==> src/rtl/mips_fetch_pkg.sv <==
// Shared fetch-stage types and constants for the MIPS instruction fetch slice.
package mips_fetch_pkg;

  typedef enum logic [1:0] {
    IDLE = 2'd0,
    RUN  = 2'd1,
    HALT = 2'd2
  } fetch_state_e;

  localparam logic [31:0] NOP_INST   = 32'h0000_0000;
  localparam logic [31:0] PC_STEP    = 32'd4;
  localparam logic [31:0] ALIGN_MASK = 32'hFFFF_FFFC;

endpackage

==> src/rtl/fetch_pc_reg.sv <==
// Program counter register with next-PC selection: redirect target, hold, or sequential step.
module fetch_pc_reg
  import mips_fetch_pkg::*;
#(
  parameter logic [31:0] RESET_PC = 32'h0000_0000
) (
  input  logic        clk,
  input  logic        rst,
  input  logic        hold_i,
  input  logic        load_i,
  input  logic [31:0] target_i,
  output logic [31:0] pc_o,
  output logic [31:0] pc_plus4_o
);

  logic [31:0] pc_q;
  logic [31:0] pc_d;

  // Next-PC mux; a load wins over hold and word-aligns the target.
  always_comb begin
    pc_d = pc_q;
    if (load_i) begin
      pc_d = target_i & ALIGN_MASK;
    end else if (hold_i) begin
      pc_d = pc_q;
    end else begin
      pc_d = pc_q + PC_STEP;
    end
  end

  // PC state register.
  always_ff @(posedge clk or posedge rst) begin
    if (rst) begin
      pc_q <= RESET_PC;
    end else begin
      pc_q <= pc_d;
    end
  end

  assign pc_o       = pc_q;
  assign pc_plus4_o = pc_q + PC_STEP;

endmodule

==> src/rtl/inst_fetch.sv <==
// Instruction fetch stage: IDLE/RUN/HALT control FSM, PC sub-module and IF/ID pipeline register.
// Optional macro CTRL_HAZARD_FLUSH_EN squashes the wrong-path instruction on a redirect.
module inst_fetch
  import mips_fetch_pkg::*;
#(
  parameter logic [31:0] RESET_PC   = 32'h0000_0000,
  parameter int          INST_DEPTH = 32
) (
  input  logic        clk,
  input  logic        rst,
  output logic [31:0] InstAddr,
  input  logic [31:0] InstMemOut,
  input  logic        stall,
  input  logic        redirect,
  input  logic [31:0] redirect_target,
  output logic [31:0] IF_ID_Inst,
  output logic [31:0] IF_ID_PC4,
  output logic        IF_ID_Valid,
  output logic        halted
);

  localparam logic [31:0] END_ADDR = 32'(INST_DEPTH * 4);

  fetch_state_e state_q, state_d;
  logic [31:0]  inst_q, inst_d;
  logic [31:0]  pc4_q, pc4_d;
  logic         valid_q, valid_d;
  logic         pc_hold_s;
  logic         pc_load_s;
  logic [31:0]  pc_s;
  logic [31:0]  pc_plus4_s;

  fetch_pc_reg #(
    .RESET_PC (RESET_PC)
  ) u_pc (
    .clk        (clk),
    .rst        (rst),
    .hold_i     (pc_hold_s),
    .load_i     (pc_load_s),
    .target_i   (redirect_target),
    .pc_o       (pc_s),
    .pc_plus4_o (pc_plus4_s)
  );

  // Next-state, PC control and IF/ID next values.
  always_comb begin
    state_d   = state_q;
    pc_hold_s = 1'b1;
    pc_load_s = 1'b0;
    inst_d    = inst_q;
    pc4_d     = pc4_q;
    valid_d   = valid_q;
    case (state_q)
      IDLE: begin
        state_d = RUN;
        inst_d  = NOP_INST;
        pc4_d   = 32'h0000_0000;
        valid_d = 1'b0;
      end
      RUN: begin
        if (redirect) begin
          pc_hold_s = 1'b0;
          pc_load_s = 1'b1;
`ifdef CTRL_HAZARD_FLUSH_EN
          inst_d    = NOP_INST;
          pc4_d     = 32'h0000_0000;
          valid_d   = 1'b0;
`else
          inst_d    = InstMemOut;
          pc4_d     = pc_plus4_s;
          valid_d   = 1'b1;
`endif
        end else if (stall) begin
          pc_hold_s = 1'b1;
        end else begin
          pc_hold_s = 1'b0;
          inst_d    = InstMemOut;
          pc4_d     = pc_plus4_s;
          valid_d   = 1'b1;
          // Last word of memory: capture it, then park past the end.
          if (pc_plus4_s == END_ADDR) begin
            state_d = HALT;
          end else begin
            state_d = RUN;
          end
        end
      end
      HALT: begin
        inst_d  = NOP_INST;
        pc4_d   = 32'h0000_0000;
        valid_d = 1'b0;
        if (redirect) begin
          pc_hold_s = 1'b0;
          pc_load_s = 1'b1;
          state_d   = RUN;
        end else begin
          state_d = HALT;
        end
      end
      default: begin
        state_d = IDLE;
        inst_d  = NOP_INST;
        pc4_d   = 32'h0000_0000;
        valid_d = 1'b0;
      end
    endcase
  end

  // FSM state and IF/ID pipeline registers.
  always_ff @(posedge clk or posedge rst) begin
    if (rst) begin
      state_q <= IDLE;
      inst_q  <= NOP_INST;
      pc4_q   <= 32'h0000_0000;
      valid_q <= 1'b0;
    end else begin
      state_q <= state_d;
      inst_q  <= inst_d;
      pc4_q   <= pc4_d;
      valid_q <= valid_d;
    end
  end

  assign InstAddr    = pc_s;
  assign IF_ID_Inst  = inst_q;
  assign IF_ID_PC4   = pc4_q;
  assign IF_ID_Valid = valid_q;
  assign halted      = (state_q == HALT);

endmodule

==> config.mk <==
export PLATFORM = sky130hd
export DESIGN_NAME = inst_fetch
export DESIGN_NICKNAME = d
export VERILOG_FILES = /design/src/rtl/mips_fetch_pkg.sv /design/src/rtl/fetch_pc_reg.sv /design/src/rtl/inst_fetch.sv
export SDC_FILE = /design/constraint.sdc
export NUM_CORES = 1
export LEC_CHECK = 0
export BUFFER_PORTS_ARGS = -buffer_cell sky130_fd_sc_hd__buf_2
export CORE_MARGIN = 1
export CORE_UTILIZATION = 30
export CTS_BUF_LIST = sky130_fd_sc_hd__clkbuf_8 sky130_fd_sc_hd__clkbuf_16
export DETAILED_ROUTE_END_ITERATION = 12
export SYNTH_ARGS = -nofsm -noshare
export SYNTH_HDL_FRONTEND = slang
export SYNTH_SLANG_ARGS = --single-unit
==> constraint.sdc <==
create_clock -name clk -period 2.9 [get_ports clk]
set_clock_uncertainty 0.05 [all_clocks]
set_input_delay 0.58 -clock clk [delete_from_list [all_inputs] [get_ports clk]]
set_output_delay 0.58 -clock clk [all_outputs]
set_load 0.05 [all_outputs]
==> metrics.md, run 1 <==
| Metric | Value |
|---|---|
| Remaining global-route overflow | 0 |
| Static power due to leakage | about 3.1 nW |
| Sort of element at the start of the critical path | flip-flop |
| Leading cell type in the layout, fill and taps excluded | sky130_fd_sc_hd__buf_2 |
| Synth Instances | 604 |
| Result of the run | complete, no violations |
| Power density of the placed cells | around 650 nW/um^2 |
| Clock share of power | between 20% and 30% |
| Die Outline Area | between 15000 and 20000 um^2 |
| Count of cells along the worst register-to-register path | 8 |
| Synth-to-layout area growth | 28.52% |
| Max clock buf depth | 2 |
| Pins Over Slew Limit | 0 |
| Proportion of netlist area held by the largest area contributor | roughly 47% |
| Number of detailed-route iterations in the first pass | 4 |
| Internal Power | approximately 0.0026 W |
| Post-route minimum period | approximately 2.7 ns |
| Syn. warnings | 0 |
| Sequential-to-total area share from yosys stat | 46.83% |
| H-tree depth reported by CTS | 3 |
| Die Span X | approximately 130 um |
| Relative contribution of sequential cells to total power | 38.8% |
| Clk root buf | sky130_fd_sc_hd__clkbuf_16 |
| Commonest non-fill, non-tap cells in the layout | sky130_fd_sc_hd__buf_2, sky130_fd_sc_hd__nand2_1, sky130_fd_sc_hd__dfrtp_1, sky130_fd_sc_hd__o21ai_0, sky130_fd_sc_hd__nand3_1 |
| Row cnt | 47 |
| Path category of the worst min-delay check | input port to asynchronous set/reset pin |
| Wire length of the first global-routing pass | 24.14 mm |
| Ys async rst share | 100.0% |
| Final instance area | roughly 6500 um^2 |
| Number of endpoints failing setup at the final stage | 0 |
| Area of the core | 16520 um^2 |
| Number of global-route vias before repair | between 4k and 5k |
| Overall die height | approximately 130 um |
| Crit path kind | flip-flop to flip-flop |
| Clock-pin slew on the worst setup and hold paths | ~0.07 ns |
| Minimum setup slack among reg-to-reg paths | approximately 0.19 ns |
| Total count of hold-check failures in the final report | 0 |
| Largest net degree at the start of global routing | 44 |
| Number of vias in the routed layout | between 4k and 5k |
| Sw frac | ~40% |
| Nets | 832 |
| CTS resizes | 0 |
| Data required time at the worst endpoint | 3.13 ns |
| WP data arrival | a little under 3 ns |
| Starting density of the core | slightly above 30% |
| Capture instance of the worst register-to-register path | state_q[1]$_DFFE_PP0P_ |
| Remaining design rule violation count | 0 |
| Peak supply drop | slightly below 0.3 mV |
| Post-CTS setup-driven buffer insertion count | 0 |
| R2R Path Start | u_pc.pc_o[2]$_DFFE_PP0P_ |
| Critical path endpoint category | flip-flop |
| Unrepaired setup endpoints after global routing | false |
| EDFF count, synth | 0 |
| Post-route core utilization | between 30% and 40% |
| Crit. Startpoint | u_pc.pc_o[2]$_DFFE_PP0P_ |
| Proportion of layout cells with a drive suffix above 1 | about 30% |
| Share of power burned in combinational logic | between 30% and 40% |
| Detailed placer's ending HPWL | between 10 and 15 mm |
| Area contributors post-synth | sky130_fd_sc_hd__dfrtp_1, sky130_fd_sc_hd__nand2_1, sky130_fd_sc_hd__o21ai_0 |
| Total routing resource utilization after global routing | between 10% and 20% |
| Flip-flop cell with the highest count after synthesis | sky130_fd_sc_hd__dfrtp_1 |
| Post-synthesis average cell area | about 8.4 um^2 |
| Routed wirelength normalized by instance count | around 15 um |
| Count of input and output buffers | roughly 160 |
| Post-detailed-route via-to-cell ratio | approximately 4.9 |
| # Max-Cap Violations | 0 |
| Number of DRC violations after detailed-routing iteration 0 | roughly 210 |
| TritonCTS clock tree | yes |
| WL final | 15.09 mm |
| Aggregate negative setup slack | 0 ns |
| Weighted congestion at the end of routability-driven global placement | a little over 0.8 |
| Peak fanout along the critical path | 8 |
| Clock Sinks | 95 |
| Hold-fix buffers at CTS | 0 |
| Net load switching power | between 0.0015 and 0.002 W |
| Yosys reg bits | 95 |
| Worst setup path endpoint | state_q[1]$_DFFE_PP0P_ |
| Final period utilization | ~93% |
| Most area-hungry cell type in the Yosys netlist | sky130_fd_sc_hd__dfrtp_1 |
| Slew at the pin with the worst max-slew slack | between 1 and 1.5 ns |
| Number of diodes added for antenna fixing | 0 |
| Source-to-sink clock delay at the later pin of the worst-skew pair | 0.35 ns |
| Placed instance area | approximately 6200 um^2 |
| Boundary Pins | about 170 |
| Number of distinct library cells after synthesis | 51 |
| Fmax | about 0.37 GHz |
| ANT nets after route | 0 |
| Area of the mapped netlist | roughly 5000 um^2 |
| Clock buffers created by TritonCTS | 9 |
| Worst slew margin relative to its limit | between 20% and 30% |
| Number of antenna violations at the first check in global routing | 0 |
## critical path: stages (launching register included)
cell	delay (ns)
sky130_fd_sc_hd__dfrtp_2	0.36
sky130_fd_sc_hd__ha_1	0.19
sky130_fd_sc_hd__nand4_2	0.31
sky130_fd_sc_hd__nor4_4	0.40
sky130_fd_sc_hd__nand3_1	0.21
sky130_fd_sc_hd__xnor2_1	0.18
sky130_fd_sc_hd__or4_1	0.54
sky130_fd_sc_hd__nor4_2	0.23
sky130_fd_sc_hd__a31o_1	0.19
## how the worst min path moves through the flow
stage / start / to / depth (start not counted)
3_5_place_dp: IF_ID_Inst[6]$_DFFE_PP0N_ / IF_ID_Inst[6]$_DFFE_PP0N_ / 2
5_1_grt: rst / IF_ID_PC4[7]$_DFFE_PP0N_ / 2
3_3_place_gp: IF_ID_Inst[2]$_DFFE_PP0N_ / IF_ID_Inst[2]$_DFFE_PP0N_ / 2
4_1_cts: rst / IF_ID_PC4[7]$_DFFE_PP0N_ / 2
2_1_floorplan: state_q[0]$_DFFE_PP0P_ / state_q[0]$_DFFE_PP0P_ / 2
6_report: rst / IF_ID_PC4[7]$_DFFE_PP0N_ / 2
## sequential cells by signal, indices dropped and copies added, names as in the netlist
signal	count
IF_ID_Inst	32
IF_ID_PC4	30
IF_ID_Valid	1
state_q	2
u_pc.pc_o	30
## metal layers
layer / GRT usage, % / vias up / wire (um)
met5: 0 / - / 0
met1: 25.10 / 2236 / 7213
li1: - / 2385 / -
met4: 6.848 / 0 / 262
met2: 26.95 / 146 / 6776
met3: 3.306 / 15 / 833
## synthesized netlist by cell type, drive strengths merged, types with 2 or more instances
cell type and number:
a2111oi 2, nor4 4, and3 10, nor2 37, mux2 2, dfrtp 95, or2 2, a22oi 7
o21ai 57, o31ai 3, and4 4, xor2 13, clkbuf 32, nand2 133, or3 2, nand3 54
a21oi 40, xnor2 14, and2 3, inv 11, nor4b 2, o22ai 8, nor3 13, nand4 10
a211oi 3, ha 6, a22o 4, buf 20
## logic make-up (layout without fill, tap and decap cells)
kind of cell    count (synthesis)  after routing  share of synthesized area, %
compound gates                131            131                         14.79
xor+xnor                       27             27                         4.659
buf+inv                        63            218                         5.373
simple gates                  279            279                         26.35
mux                             2              2                        0.4436
flops                          95             95                         46.83
other cells                     1              4                       0.07388
fa+ha+maj                       6              6                         1.479
## power by group through the flow
stage	Combinational, W	Clock (W)	Sequential, W
after global routing	0.00146	0.00131	0.00166
after floorplan	0.000429	0	0.00222
after CTS	0.00138	0.00125	0.00164
after global placement	0.00137	0	0.00166
final	0.00137	0.00121	0.00164
after detailed placement	0.00138	0	0.00166
## through the flow
stage,hold WS [ns],setup slack [ns],total power (W),std cells
floorplan,0.5378,-0.003375,0.002645,607
global placement,0.3954,0.2467,0.003029,967
detailed placement,0.4019,0.2069,0.003039,967
CTS,0.2691,0.1855,0.004272,982
global route,0.2908,0.03255,0.004433,982
finish,0.2592,0.1948,0.004216,982
## area by class of cell
class / count / area [um^2]
Fill cell: 1671 / 10000
Multi-Input combinational cell: 449 / 2445
Sequential cell: 95 / 2380
Timing Repair Buffer: 192 / 1081
Tap cell: 220 / 275.3
Clock buffer: 11 / 252.7
Clock inverter: 4 / 45.04
Inverter: 11 / 45.04
(Power assumes the default switching activity.)
==> run 2, diff against run 1 <==
- CELL_PAD_IN_SITES_DETAIL_PLACEMENT: unset -> 0
- CELL_PAD_IN_SITES_GLOBAL_PLACEMENT: unset -> 1
- PLACE_DENSITY_LB_ADDON: unset -> 0.1
- SLEW_MARGIN: unset -> 20
==> run 2 against run 1 <==
  * Sequential share of layout area is 0.26 points lower
  * Global-route usage is 0.84 points higher
  * Die area stayed put
  * Wire length increased by 5.0%
  * Final area rose by 0.71%
  * Hold slack better by 0.10 ns
  * Via count up 1.2%
  * Cell count rose by 0.41%
  * Critical path type unchanged
  * Largest cell class unchanged
==> metrics.md, run 2 (synthesis gave the netlist of run 1 again) <==
| Metric | Value |
|---|---|
| Result of the run | complete, no violations (unchanged) |
| Static power due to leakage | 3.114 nW (was 3.093 nW) |
| Post-route core utilization | 39.76% (was 39.48%) |
| Number of diodes added for antenna fixing | 0 (unchanged) |
| ANT nets after route | 0 (unchanged) |
| Sum of routed wire segments on met1 | 7.437 mm (was 7.213 mm) |
| Post-detailed-route via-to-cell ratio | 4.909 (was 4.870) |
| Detailed placer's ending HPWL | 11.18 mm (was 10.75 mm) |
| Source-to-sink clock delay at the later pin of the worst-skew pair | 0.34 ns (was 0.35 ns) |
| Leading cell type in the layout, fill and taps excluded | sky130_fd_sc_hd__buf_2 (unchanged) |
| Overall die height | 132.1 um (unchanged) |
| H-tree depth reported by CTS | 3 (unchanged) |
| TritonCTS clock tree | yes (unchanged) |
| Data required time at the worst endpoint | 3.13 ns (about the same) |
| Power density of the placed cells | 669.0 nW/um^2 (was 646.3 nW/um^2) |
| Largest net degree at the start of global routing | 53 (was 44) |
| Total count of hold-check failures in the final report | 0 (unchanged) |
| Number of antenna violations at the first check in global routing | 0 (unchanged) |
| Worst slew margin relative to its limit | 32.21% (was 23.61%) |
| Placed instance area | 6223 um^2 (was 6226 um^2) |
| Number of detailed-route iterations in the first pass | 5 (was 4) |
| Commonest non-fill, non-tap cells in the layout | sky130_fd_sc_hd__buf_2, sky130_fd_sc_hd__nand2_1, sky130_fd_sc_hd__dfrtp_1, sky130_fd_sc_hd__o21ai_0, sky130_fd_sc_hd__nand3_1 (unchanged) |
| # Max-Cap Violations | 0 (unchanged) |
| Final instance area | 6570 um^2 (was 6524 um^2) |
| Number of endpoints failing setup at the final stage | 0 (unchanged) |
| Routed length on met3 | 762 um (was 833 um) |
| Critical path endpoint category | flip-flop (unchanged) |
| WP buf/inv | 1 (was 0) |
| WL final | 15.84 mm (was 15.09 mm) |
| Nets | 835 (was 832) |
| Clock buffers created by TritonCTS | 9 (unchanged) |
| Clock Sinks | 95 (unchanged) |
| Slew at the pin with the worst max-slew slack | 1.017 ns (was 1.146 ns) |
| Proportion of layout cells with a drive suffix above 1 | 29.77% (was 29.53%) |
| Clock-pin slew on the worst setup and hold paths | 0.07 ns (about the same) |
| Boundary Pins | 166 (unchanged) |
| WP data arrival | 2.93 ns (was 2.94 ns) |
| Crit path kind | flip-flop to flip-flop (unchanged) |
| Number of vias in the routed layout | 4840 (was 4782) |
| Path category of the worst min-delay check | input port to asynchronous set/reset pin (unchanged) |
| Final period utilization | 93.26% (was 93.28%) |
| Clk root buf | sky130_fd_sc_hd__clkbuf_16 (unchanged) |
| Cells traversed along the worst timing path | ha_1 -> nand4_2 -> nor4_4 -> buf_4 -> nand3_1 -> xnor2_1 -> or4_1 -> nor4_2 -> a31o_1 (was ha_1 -> nand4_2 -> nor4_4 -> nand3_1 -> xnor2_1 -> or4_1 -> nor4_2 -> a31o_1) |
| Row cnt | 47 (unchanged) |
| Peak fanout along the critical path | 9 (was 8) |
| Post-route minimum period | 2.704 ns (was 2.705 ns) |
| Delay of the slowest cell on the worst path | 0.54 ns (about the same) |
| Wire length of the first global-routing pass | 25.56 mm (was 24.14 mm) |
| Unrepaired setup endpoints after global routing | false (unchanged) |
| Starting density of the core | 30.72% (unchanged) |
| Amount of wire on met2 after detailed routing | 7.490 mm (was 6.776 mm) |
| CTS resizes | 0 (unchanged) |
| Standard cell with the maximum stage delay on the critical path | sky130_fd_sc_hd__or4_1 (unchanged) |
| Hold-fix buffers at CTS | 0 (unchanged) |
| Pins Over Slew Limit | 0 (unchanged) |
| Sort of element at the start of the critical path | flip-flop (unchanged) |
| Die Outline Area | 17450 um^2 (unchanged) |
| Total routing resource utilization after global routing | 18.64% (was 17.80%) |
| Top Layer Used | met4 (unchanged) |
| Fmax | 0.3698 GHz (was 0.3697 GHz) |
| Fill cell total of the finished layout | 1747 (was 1671) |
| Synth-to-layout area growth | 29.43% (was 28.52%) |
| Flip-flop count of the largest register after layout | 32 (unchanged) |
| Max clock buf depth | 2 (unchanged) |
| Post-CTS setup-driven buffer insertion count | 0 (unchanged) |
| Die Span X | 132.1 um (unchanged) |
| Area of the core | 16520 um^2 (unchanged) |
| Aggregate negative setup slack | 0 ns (unchanged) |
| Number of global-route vias before repair | 4775 (was 4471) |
| Remaining global-route overflow | 0 (unchanged) |
| Weighted congestion at the end of routability-driven global placement | 0.8226 (was 0.8099) |
| Routed wirelength normalized by instance count | 16.07 um (was 15.36 um) |
| Count of input and output buffers | 159 (unchanged) |
| Family of cells with the greatest summed delay on the critical path | simple AND/OR/NAND/NOR gates (unchanged) |
| Peak supply drop | 0.2456 mV (was 0.2911 mV) |
| Remaining design rule violation count | 0 (unchanged) |
| Number of DRC violations after detailed-routing iteration 0 | 259 (was 212) |
[run 2: cell count changes in the layout (fill, tap and decap cells not counted), moves of 2 or more]
| cell | previous run | this run |
|---|---|---|
| sky130_fd_sc_hd__buf_12 | 3 | 1 |
| sky130_fd_sc_hd__clkinv_2 | 3 | 0 |
| sky130_fd_sc_hd__buf_4 | 30 | 35 |
| sky130_fd_sc_hd__clkbuf_8 | 2 | 0 |
| sky130_fd_sc_hd__bufinv_16 | 1 | 3 |
[run 2: per-layer routing]
layer  vias up  track usage [%]
met1      2303            25.43
met4         0            6.395
met3        11            2.576
met2       151            30.28
met5         -                0
li1       2375                -
[run 2: final cells by class]
type                       instances  area, um^2  area share (%)
sequential                        95        2380           36.22
timing repair buffer             195        1079           16.42
inverter                          11       45.04          0.6856
clock inverter                     7       121.4           1.847
multi-input combinational        449        2445           37.21
clock buffer                       9       225.2           3.428
tap                              220       275.3           4.190
[run 2: final timing paths]
path	from	end	slack [ns]	cells past startpoint
worst min-delay path	rst	IF_ID_PC4[7]$_DFFE_PP0N_	0.36	2
max in group asynchronous	rst	u_pc.pc_o[20]$_DFFE_PP0P_	1.74	3
min in group clk	redirect_target[2]	u_pc.pc_o[2]$_DFFE_PP0P_	0.40	3
worst max register to register	u_pc.pc_o[2]$_DFFE_PP0P_	state_q[1]$_DFFE_PP0P_	0.20	9
worst max-delay path	u_pc.pc_o[2]$_DFFE_PP0P_	state_q[1]$_DFFE_PP0P_	0.20	9
worst min register to register	IF_ID_Inst[3]$_DFFE_PP0N_	IF_ID_Inst[3]$_DFFE_PP0N_	0.41	2
[run 2: stage by stage]
stage | hold slack [ns] | std cells | worst slack [ns] | power, W
floorplan | 0.5378 | 607 | -0.003375 | 0.002645
global placement | 0.3931 | 970 | 0.2223 | 0.003027
detailed placement | 0.4009 | 970 | 0.1967 | 0.003040
CTS | 0.3842 | 986 | 0.1718 | 0.004460
global route | 0.4081 | 986 | 0.02949 | 0.004624
finish | 0.3629 | 986 | 0.1955 | 0.004395
[run 2: report_power, final]
group	leakage, nW	internal [W]	switching [W]	total [W]
Combinational	1.83	0.000353	0.00102	0.00137
Sequential	1.11	0.00149	0.000143	0.00163
Clock	0.169	0.000848	0.000544	0.00139
==> run 3, diff against run 2 <==
- PLACE_DENSITY: unset -> 0.65
- PLACE_DENSITY_LB_ADDON: 0.1 -> unset
- clock period: 2.9 -> 2.8 ns (I/O delays scaled with it)
==> run 3 against run 2 <==
  * Count of clock-buffer cells in the layout rose by 2
  * Sequential cell count did not move
  * Sequential share of layout area rose by 0.43 points
  * Via count fell by 0.39%
  * Maximum frequency rose by 3.4%
  * Combinational power rose by 3%
  * Final area fell by 1.0%
  * First-iteration DRC count fell by 27%
  * Largest cell class unchanged
  * Hold slack got worse by 0.088 ns
  * Non-clock buffer count fell by 3
==> metrics.md, run 3 (synthesis gave the netlist of run 1 again) <==
| Metric | Value |
|---|---|
| WP data arrival | 2.85 ns (was 2.93 ns) |
| Synth-to-layout area growth | 28.10% (was 29.43%) |
| Proportion of layout cells with a drive suffix above 1 | 30.14% (was 29.77%) |
| Data required time at the worst endpoint | 3.03 ns (was 3.13 ns) |
| Crit path setup slack, layout | 0.1834 ns (was 0.1955 ns) |
| Remaining global-route overflow | 0 (unchanged) |
| Routed wirelength normalized by instance count | 15.92 um (was 16.07 um) |
| Number of global-route vias before repair | 4628 (was 4775) |
| Max clock buf depth | 2 (unchanged) |
| Count of input and output buffers | 159 (unchanged) |
| Standard cell with the maximum stage delay on the critical path | sky130_fd_sc_hd__or4_1 (unchanged) |
| CTS resizes | 0 (unchanged) |
| TritonCTS clock tree | yes (unchanged) |
| Source-to-sink clock delay at the later pin of the worst-skew pair | 0.35 ns (was 0.34 ns) |
| ANT nets after route | 0 (unchanged) |
| Final period utilization | 93.45% (was 93.26%) |
| Fill cell total of the finished layout | 1738 (was 1747) |
| H-tree depth reported by CTS | 3 (unchanged) |
| Die Outline Area | 17450 um^2 (unchanged) |
| Critical path endpoint category | flip-flop (unchanged) |
| Peak fanout along the critical path | 9 (unchanged) |
| Post-detailed-route via-to-cell ratio | 4.904 (was 4.909) |
| Number of DRC violations after detailed-routing iteration 0 | 190 (was 259) |
| Placed instance area | 6218 um^2 (was 6223 um^2) |
| Clock buffers created by TritonCTS | 9 (unchanged) |
| Die Span X | 132.1 um (unchanged) |
| Total power draw | 0.004311 W (was 0.004395 W) |
| Flip-flop count of the largest register after layout | 32 (unchanged) |
| Crit path kind | flip-flop to flip-flop (unchanged) |
| Starting density of the core | 30.72% (unchanged) |
| Hold-fix buffers at CTS | 0 (unchanged) |
| WL final | 15.65 mm (was 15.84 mm) |
| Sort of element at the start of the critical path | flip-flop (unchanged) |
| Number of detailed-route iterations in the first pass | 4 (was 5) |
| Pins Over Slew Limit | 0 (unchanged) |
| Boundary Pins | 166 (unchanged) |
| Number of endpoints failing setup at the final stage | 0 (unchanged) |
| Worst-case setup slack after placement | 0.1873 ns (was 0.1967 ns) |
| Remaining design rule violation count | 0 (unchanged) |
| Largest net degree at the start of global routing | 63 (was 53) |
| Cells traversed along the worst timing path | ha_1 -> nand4_4 -> nor4_4 -> buf_4 -> and3_1 -> xor2_1 -> or4_1 -> nor4_2 -> a31o_1 (was ha_1 -> nand4_2 -> nor4_4 -> buf_4 -> nand3_1 -> xnor2_1 -> or4_1 -> nor4_2 -> a31o_1) |
| Total count of hold-check failures in the final report | 0 (unchanged) |
| Overall die height | 132.1 um (unchanged) |
| Post-CTS setup-driven buffer insertion count | 0 (unchanged) |
| Leading cell type in the layout, fill and taps excluded | sky130_fd_sc_hd__buf_2 (unchanged) |
| Number of antenna violations at the first check in global routing | 0 (unchanged) |
| Result of the run | complete, no violations (unchanged) |
| Post-route minimum period | 2.617 ns (was 2.704 ns) |
| Path category of the worst min-delay check | input port to asynchronous set/reset pin (unchanged) |
| Number of diodes added for antenna fixing | 0 (unchanged) |
| Worst slew margin relative to its limit | 42.96% (was 32.21%) |
| # Max-Cap Violations | 0 (unchanged) |
| Static power due to leakage | 3.065 nW (was 3.114 nW) |
| Nets | 832 (was 835) |
| Power density of the placed cells | 663.0 nW/um^2 (was 669.0 nW/um^2) |
| Row cnt | 47 (unchanged) |
| Delay of the slowest cell on the worst path | 0.53 ns (was 0.54 ns) |
| Unrepaired setup endpoints after global routing | false (unchanged) |
| Clock-pin slew on the worst setup and hold paths | 0.06 ns (was 0.07 ns) |
| Number of vias in the routed layout | 4821 (was 4840) |
| Clk root buf | sky130_fd_sc_hd__clkbuf_16 (unchanged) |
| Wire length of the first global-routing pass | 24.82 mm (was 25.56 mm) |
| Fmax | 0.3822 GHz (was 0.3698 GHz) |
| Weighted congestion at the end of routability-driven global placement | 0.8038 (was 0.8226) |
| WP buf/inv | 1 (unchanged) |
| Area of the core | 16520 um^2 (unchanged) |
| Final instance area | 6502 um^2 (was 6570 um^2) |
| Peak supply drop | 0.2886 mV (was 0.2456 mV) |
| Commonest non-fill, non-tap cells in the layout | sky130_fd_sc_hd__buf_2, sky130_fd_sc_hd__nand2_1, sky130_fd_sc_hd__dfrtp_1, sky130_fd_sc_hd__o21ai_0, sky130_fd_sc_hd__nand3_1 (unchanged) |
| Total routing resource utilization after global routing | 18.20% (was 18.64%) |
| Detailed placer's ending HPWL | 10.92 mm (was 11.18 mm) |
| Family of cells with the greatest summed delay on the critical path | simple AND/OR/NAND/NOR gates (unchanged) |
| Slew at the pin with the worst max-slew slack | 0.8555 ns (was 1.017 ns) |
| Clock Sinks | 95 (unchanged) |
run 3: cell count changes in the layout (fill, tap and decap cells not counted), sizes merged:
| cell | previous run | this run |
|---|---|---|
| clkinv | 1 | 3 |
| buf | 195 | 192 |
| bufinv | 3 | 0 |
| clkbuf | 9 | 11 |
| inv | 12 | 11 |
run 3: layout make-up:
type	count	area [um^2]	share of cell area, %
Clock inverter	5	31.28	0.4810
Multi-Input combinational cell	449	2459	37.81
Tap cell	220	275.3	4.233
Timing Repair Buffer	192	1056	16.24
Clock buffer	11	252.7	3.887
Sequential cell	95	2384	36.66
Inverter	11	45.04	0.6927
run 3: layer usage:
metal	up-vias	GRT usage, %	share of wire [%]	routed length, um
li1	2382	-	-	-
met1	2267	24.85	48	7476
met2	154	28.98	45	7090
met4	0	6.848	1.6	258
met5	-	0	0	0
met3	18	2.884	5.3	823
run 3: per-stage QoR:
step	hold slack [ns]	setup TNS, ns	util, %	instances
final	0.2751	0	39.35	983
after global routing	0.3162	0	39.35	983
after global placement	0.3931	0	37.63	967
after floorplan	0.5378	-0.006291	-	607
after detailed placement	0.4021	0	37.63	967
after CTS	0.2755	0	39.35	983
run 3: path summary, 6_finish.rpt:
| path | startpoint | end | slack [ns] | cells past startpoint |
|---|---|---|---|---|
| worst max-delay path | u_pc.pc_o[2]$_DFFE_PP0P_ | state_q[1]$_DFFE_PP0P_ | 0.18 | 9 |
| worst min-delay path | rst | IF_ID_Valid$_DFFE_PP0N_ | 0.28 | 3 |
| worst max register to register | u_pc.pc_o[2]$_DFFE_PP0P_ | state_q[1]$_DFFE_PP0P_ | 0.18 | 9 |
| worst min register to register | IF_ID_Inst[20]$_DFFE_PP0N_ | IF_ID_Inst[20]$_DFFE_PP0N_ | 0.41 | 2 |
| max in group asynchronous | rst | u_pc.pc_o[2]$_DFFE_PP0P_ | 1.64 | 3 |
| min in group clk | redirect_target[2] | u_pc.pc_o[2]$_DFFE_PP0P_ | 0.38 | 3 |
run 3: worst reg2reg max path, cell delays in order (launching register included):
cell	delay, ns
sky130_fd_sc_hd__dfrtp_2	0.35
sky130_fd_sc_hd__ha_1	0.25
sky130_fd_sc_hd__nand4_4	0.22
sky130_fd_sc_hd__nor4_4	0.19
sky130_fd_sc_hd__buf_4	0.22
sky130_fd_sc_hd__and3_1	0.24
sky130_fd_sc_hd__xor2_1	0.10
sky130_fd_sc_hd__or4_1	0.53
sky130_fd_sc_hd__nor4_2	0.22
sky130_fd_sc_hd__a31o_1	0.19
run 3: report_power, final:
group	total (W)	switching (W)	internal, W
Combinational	0.00141	0.00105	0.000363
Clock	0.00120	0.000549	0.000650
Sequential	0.00170	0.000158	0.00154
Total	0.00431	0.00175	0.00256
